$ cat config.mk
export PLATFORM = sky130hd
export DESIGN_NAME = hazard_ctrl
export DESIGN_NICKNAME = d
export VERILOG_FILES = /design/src/rtl/hazard_ctrl.sv
export SDC_FILE = /design/constraint.sdc
export NUM_CORES = 1
export LEC_CHECK = 0
export ABC_AREA = 1
export ABC_CLOCK_PERIOD_IN_PS = 2400
export CAP_MARGIN = 20
export CORE_MARGIN = 4
export CORE_UTILIZATION = 43
export CTS_CLUSTER_DIAMETER = 80
export DETAILED_ROUTE_END_ITERATION = 16
export PLACE_DENSITY_LB_ADDON = 0.12
export SLEW_MARGIN = 20
export SYNTH_ARGS = -nofsm -noshare
export SYNTH_HDL_FRONTEND = slang
export SYNTH_SLANG_ARGS = --single-unit
$ cat constraint.sdc
create_clock -name CLK -period 2.4 [get_ports CLK]
set_input_delay 0.36 -clock CLK [delete_from_list [all_inputs] [get_ports CLK]]
set_output_delay 0.36 -clock CLK [all_outputs]
set_load 0.05 [all_outputs]
$ cat src/rtl/hazard_ctrl.sv
// hazard_ctrl: pipeline hazard unit for a 5-stage in-order core.
// Detects data hazards between the instruction in D and older instructions,
// issues stalls/bubbles, squashes on taken branches, and drains the pipeline
// after a halt. All state changes on the falling edge of CLK.
// Build option: define FORWARD_EN to enable M/W operand forwarding, in which
// case only load-use pairs stall; otherwise any pending write in E or M stalls.
module hazard_ctrl (
  input  logic        CLK,
  input  logic        RST,
  input  logic [4:0]  Rs1_D,
  input  logic [4:0]  Rs2_D,
  input  logic        Rs1Used_D,
  input  logic        Rs2Used_D,
  input  logic [4:0]  Rs1_E,
  input  logic [4:0]  Rs2_E,
  input  logic [4:0]  Rdst_E,
  input  logic [4:0]  Rdst_M,
  input  logic [4:0]  Rdst_W,
  input  logic        RegWrEn_E,
  input  logic        RegWrEn_M,
  input  logic        RegWrEn_W,
  input  logic        IsLoad_E,
  input  logic        BranchTaken_E,
  input  logic        halt_D,
  output logic        stall_F,
  output logic        stall_D,
  output logic        nop_D,
  output logic        nop_E,
  output logic        nop_M,
  output logic [1:0]  FwdA_E,
  output logic [1:0]  FwdB_E,
  output logic        Halted,
  output logic [15:0] StallCnt
);

  typedef enum logic [1:0] {
    ST_RUN    = 2'd0,
    ST_DRAIN  = 2'd1,
    ST_HALTED = 2'd2
  } state_t;

  state_t      state_reg, state_next;
  logic [1:0]  drain_cnt_reg, drain_cnt_next;
  logic [15:0] stall_cnt_reg, stall_cnt_next;

  // Register r is produced by a stage when that stage writes (enable is
  // active-low) to the same non-zero register and r is really read.
  function automatic logic reg_match(input logic [4:0] r, input logic used,
                                     input logic [4:0] rd, input logic wr_en_n);
    return used && (r != 5'd0) && (r == rd) && !wr_en_n;
  endfunction

  logic [4:0] rs_d [2];
  logic       used_d [2];
  logic [1:0] hz_e;
  logic [1:0] hz_m;
  logic [1:0] fwd_sel [2];
  logic       data_hazard;

  assign rs_d[0]   = Rs1_D;
  assign rs_d[1]   = Rs2_D;
  assign used_d[0] = Rs1Used_D;
  assign used_d[1] = Rs2Used_D;

`ifdef FORWARD_EN
  logic [4:0] rs_e [2];
  assign rs_e[0] = Rs1_E;
  assign rs_e[1] = Rs2_E;
`else
  // Forwarding paths are absent in this build; these inputs are ignored.
  logic unused_fwd_inputs;
  assign unused_fwd_inputs = ^{Rs1_E, Rs2_E, Rdst_W, RegWrEn_W, IsLoad_E};
`endif

  // Per-operand hazard detection and forwarding select
  for (genvar gi = 0; gi < 2; gi++) begin : g_operand
    assign hz_e[gi] = reg_match(rs_d[gi], used_d[gi], Rdst_E, RegWrEn_E);
    assign hz_m[gi] = reg_match(rs_d[gi], used_d[gi], Rdst_M, RegWrEn_M);
`ifdef FORWARD_EN
    // M holds the younger result, so it wins over W.
    assign fwd_sel[gi] = reg_match(rs_e[gi], 1'b1, Rdst_M, RegWrEn_M) ? 2'b01 :
                         reg_match(rs_e[gi], 1'b1, Rdst_W, RegWrEn_W) ? 2'b10 :
                                                                         2'b00;
`else
    assign fwd_sel[gi] = 2'b00;
`endif
  end

`ifdef FORWARD_EN
  // Only a load in E cannot be forwarded in time.
  assign data_hazard = IsLoad_E && (|hz_e);
  logic unused_hz_m;
  assign unused_hz_m = ^hz_m;
`else
  // Regfile writes before reads, so W never needs a stall.
  assign data_hazard = (|hz_e) || (|hz_m);
`endif

  // State register: control state, drain counter and stall statistics
  always_ff @(negedge CLK) begin
    if (!RST) begin
      state_reg     <= ST_RUN;
      drain_cnt_reg <= 2'd0;
      stall_cnt_reg <= 16'd0;
    end else begin
      state_reg     <= state_next;
      drain_cnt_reg <= drain_cnt_next;
      stall_cnt_reg <= stall_cnt_next;
    end
  end

  // Next-state logic: branch squashes everything, then data hazard, then halt
  always_comb begin
    state_next     = state_reg;
    drain_cnt_next = drain_cnt_reg;
    stall_cnt_next = stall_cnt_reg;
    case (state_reg)
      ST_RUN: begin
        if (BranchTaken_E) begin
          state_next = ST_RUN;
        end else if (data_hazard) begin
          if (stall_cnt_reg != 16'hFFFF) begin
            stall_cnt_next = stall_cnt_reg + 16'd1;
          end
        end else if (halt_D) begin
          state_next     = ST_DRAIN;
          drain_cnt_next = 2'd3;
        end
      end
      ST_DRAIN: begin
        // Counter reaches 0 as we leave, giving exactly three drain cycles.
        if (drain_cnt_reg <= 2'd1) begin
          drain_cnt_next = 2'd0;
          state_next     = ST_HALTED;
        end else begin
          drain_cnt_next = drain_cnt_reg - 2'd1;
        end
      end
      ST_HALTED: begin
        state_next = ST_HALTED;
      end
      default: begin
        state_next     = ST_RUN;
        drain_cnt_next = 2'd0;
      end
    endcase
  end

  // Output logic: stall/bubble controls, all forced low while reset is held
  always_comb begin
    stall_F = 1'b0;
    stall_D = 1'b0;
    nop_D   = 1'b0;
    nop_E   = 1'b0;
    nop_M   = 1'b0;
    FwdA_E  = 2'b00;
    FwdB_E  = 2'b00;
    if (RST) begin
      FwdA_E = fwd_sel[0];
      FwdB_E = fwd_sel[1];
      case (state_reg)
        ST_RUN: begin
          if (BranchTaken_E) begin
            nop_D = 1'b1;
            nop_E = 1'b1;
          end else if (data_hazard) begin
            stall_F = 1'b1;
            stall_D = 1'b1;
            nop_E   = 1'b1;
          end
        end
        ST_DRAIN: begin
          stall_F = 1'b1;
          nop_D   = 1'b1;
        end
        ST_HALTED: begin
          stall_F = 1'b1;
          stall_D = 1'b1;
          nop_E   = 1'b1;
          nop_M   = 1'b1;
        end
        default: begin
          stall_F = 1'b0;
        end
      endcase
    end
  end

  assign Halted   = (state_reg == ST_HALTED);
  assign StallCnt = stall_cnt_reg;

endmodule

# After elaboration in Yosys (flattened, before gate mapping)
# Cells that the tools add are included.
# word_totals
out_inout_bits	26
input_bits	45
regBits	20
# op_classes
bitwise	2
muxes	24
n_eq_ne	13
reduce_logical	22
order_cmp	1
n_addsub	2
# ops
operator	count
$eq A5 B5 Y1	4
$add A16 B1 Y16 const B	1
$mux W2	8
$ne A16 B16 Y1 const B	1
$pmux W2 S3	2
$logic_and A1 B1 Y1	10
$mux W1	10
$reduce_bool A5 Y1	2
$ne A2 B2 Y1 const B	4
$pmux W1 S2	4
$reduce_and A4 Y1	2
$ne A3 B3 Y1 const B	2
$reduce_or A2 Y1	3
$reduce_and A3 Y1	1
$eq A2 B1 Y1 const B	1
$eq A2 B2 Y1 const B	1
$le A2 B1 Y1 const B	1
$logic_not A1 Y1	2
$logic_not A2 Y1	1
$not A1 Y1	2
$sub A2 B1 Y2 const B	1
$logic_or A1 B1 Y1	1

# Logic depth before layout (Yosys ltp)
# depth
ltp_word	10
depth_mapped	14
ltp_nobuf	14

==> results.cfg <==
[power]
swShare = 0.450
switching_power_uw = 714
combinationalPowerShare = 0.515
vdd_ir_drop_max_mv = 0.317
p_int_uw = 873
leakage_uw = 0.00145
pwr-share-clk = 0.255
p_seq_frac = 0.230
p_per_area_nw_per_um2 = 493

[clocking]
clock_sinks = 20
h-tree-depth = 1
clk_pin_slew_ps = 40
ctsHoldBuffers = 0
clock_latency_ps = 350
cts_tree = yes
cts_root_buffer = clkbuf_8
cts_buffer_depth = 2
cts_buffers = 3

[yosys]
synth_cells = 252
ys_warn_count = 0
yosys.area.top_type = dfxtp_1
ys_types = 28
synth.area.top_cells = dfxtp_1, nand2_1, xor2_1
ys_ff_latch = 20
yosys.area.top_type_share = 0.242
yosysSeqAreaShare = 0.242
synth_area_per_cell_um2 = 6.57
syn_area_um2 = 1660

[layout]
fin_util = 0.873
largest_reg_flops = 16
layout_common_cells = inv_1, buf_4, nand2_1
num_antenna_cells = 0
drive_gt1_frac = 0.512
stdcell_area_um2 = 3220
nets = 412
area_delta_synth_final_pct = 94.5

[timing]
setup_tns_ps = -7310
hold_violations = 0
whs_ps = 467
clock_skew_ps = 22.4
report.final.slew_viol_count = 0
setup_viol = 33
rsz0062_at_grt = true
fin_ws_ps = -708

[floorplanning]
die_area_um2 = 4910
die_height_um = 70.1
core-area_um2 = 3690
fp-row-count = 22
pin_count = 71
fp.dieW_um = 70.1
start_util = 0.449

[grt]
grt_max_degree = 16
grt_pass1_wl_um = 9950
grt_use_met1 = 0.260
grtUsageMet3 = 0.0734
grt_overflow = 0
grt_pass1_vias = 2319
grt_usage = 0.243
grt_busiest_layer = met2
met2_usage = 0.429
antenna_found_initial = 0

[critical_path]
arrival_ps = 2750
startpoint_type = flip-flop
crit_fanout = 3
timing.rr.start = StallCnt[1]
cp-end-kind = output port
critPathKind = flip-flop to output port
cp.required_ps = 2040
r2r-end = StallCnt[11]
reg2reg_depth = 11
r2r_slack_ps = 160

[drt]
drtIter0Drc = 154
drc = 0
drt-total-wl_um = 6920
final_antenna_net_count = 0
firstDrtPassIters = 4
via_count = 2260
via_per_inst = 5.53
routedWlPerCell_um = 16.9

[outcome]
status = complete, but fails checks
violations = setup timing

[min_path]
holdPathEnd = drain_cnt_reg[1]
hold_class = flip-flop to flip-flop
hp-start = drain_cnt_reg[1]
holdPathStages = 2

[flow_run]
max_cap_viol_count = 0

[placed_design]
hpwl_um = 3770
routabilityCongestion = 0.840
io_buffers = 49
postPlaceCellArea_um2 = 2690
pre_cts_slack_ps = -898
## logic make-up (layout without fill, tap and decap cells)
group | count (synthesis) | count (layout) | synth area share
flops | 20 | 20 | 0.242
buf+inv | 41 | 144 | 0.108
compound gates | 25 | 25 | 0.0793
xor+xnor | 30 | 30 | 0.159
other cells | 1 | 4 | 0.00226
simple gates | 130 | 133 | 0.372
fa+ha+maj | 5 | 5 | 0.0378
## power by group through the flow
stage	clock (uW)	combinational, uW	sequential (uW)
2_1_floorplan	53.6	379	380
3_5_place_dp	53.6	660	378
3_3_place_gp	53.6	648	377
6_report	405	818	364
5_1_grt	449	867	366
4_1_cts	392	748	366
## area by class of cell
cell class	instances	area, um^2
clock inverter	21	81.3
sequential	20	445
multi-input combinational	197	1470
timing repair buffer	90	1000
tap	48	60.1
clock buffer	3	41.3
fill	171	467
inverter	30	120
## worst max-delay path: stages, from the launching register on
cell	delay, ps
dfxtp_2	320
inv_2	70
ha_4	130
inv_2	40
nor2_4	170
nand2_4	80
buf_6	120
o21ai_4	130
buf_12	150
## per-stage QoR
step                total power [uW]  std cells
finish                          1590        409
global route                    1680        409
CTS                             1510        403
detailed placement              1090        370
global placement                1080        370
floorplan                        813        255
## timing repair
item,4_1_cts,5_1_grt
pin swaps,40,27
gates resized for setup,153,48
endpoints found under the setup margin,42,41
cloned,2,1
buffers inserted,8,6
## synth_stat cells, drive strengths merged
library cell / instances
dfxtp: 20
nand3b: 2
nor3: 7
nor2: 30
ha: 5
nand4: 17
xnor2: 11
clkinv: 1
o21ai: 5
xor2: 19
conb: 1
a21oi: 19
clkbuf: 3
nand2: 63
a21boi: 1
inv: 30
buf: 7
nand3: 11
## worst max-delay path by stage
stage | slack (ps) | depth (start not counted) | endpoint | start
finish | -710 | 8 | stall_D | state_reg[0]
global route | -770 | 8 | stall_D | state_reg[0]
CTS | -680 | 8 | stall_D | state_reg[1]
detailed placement | -900 | 12 | StallCnt[1] | Rs2_D[0]
global placement | -870 | 12 | StallCnt[1] | Rs2_D[0]
floorplan | -510 | 6 | stall_F | state_reg[1]
## per-layer routing
layer | vias to the layer above | routed length (um)
met4 | 0 | 345
met3 | 37 | 519
met5 | - | 0
li1 | 1030 | -
met1 | 1061 | 2350
met2 | 132 | 3700
No activity file was read; power rests on OpenSTA's default activity.
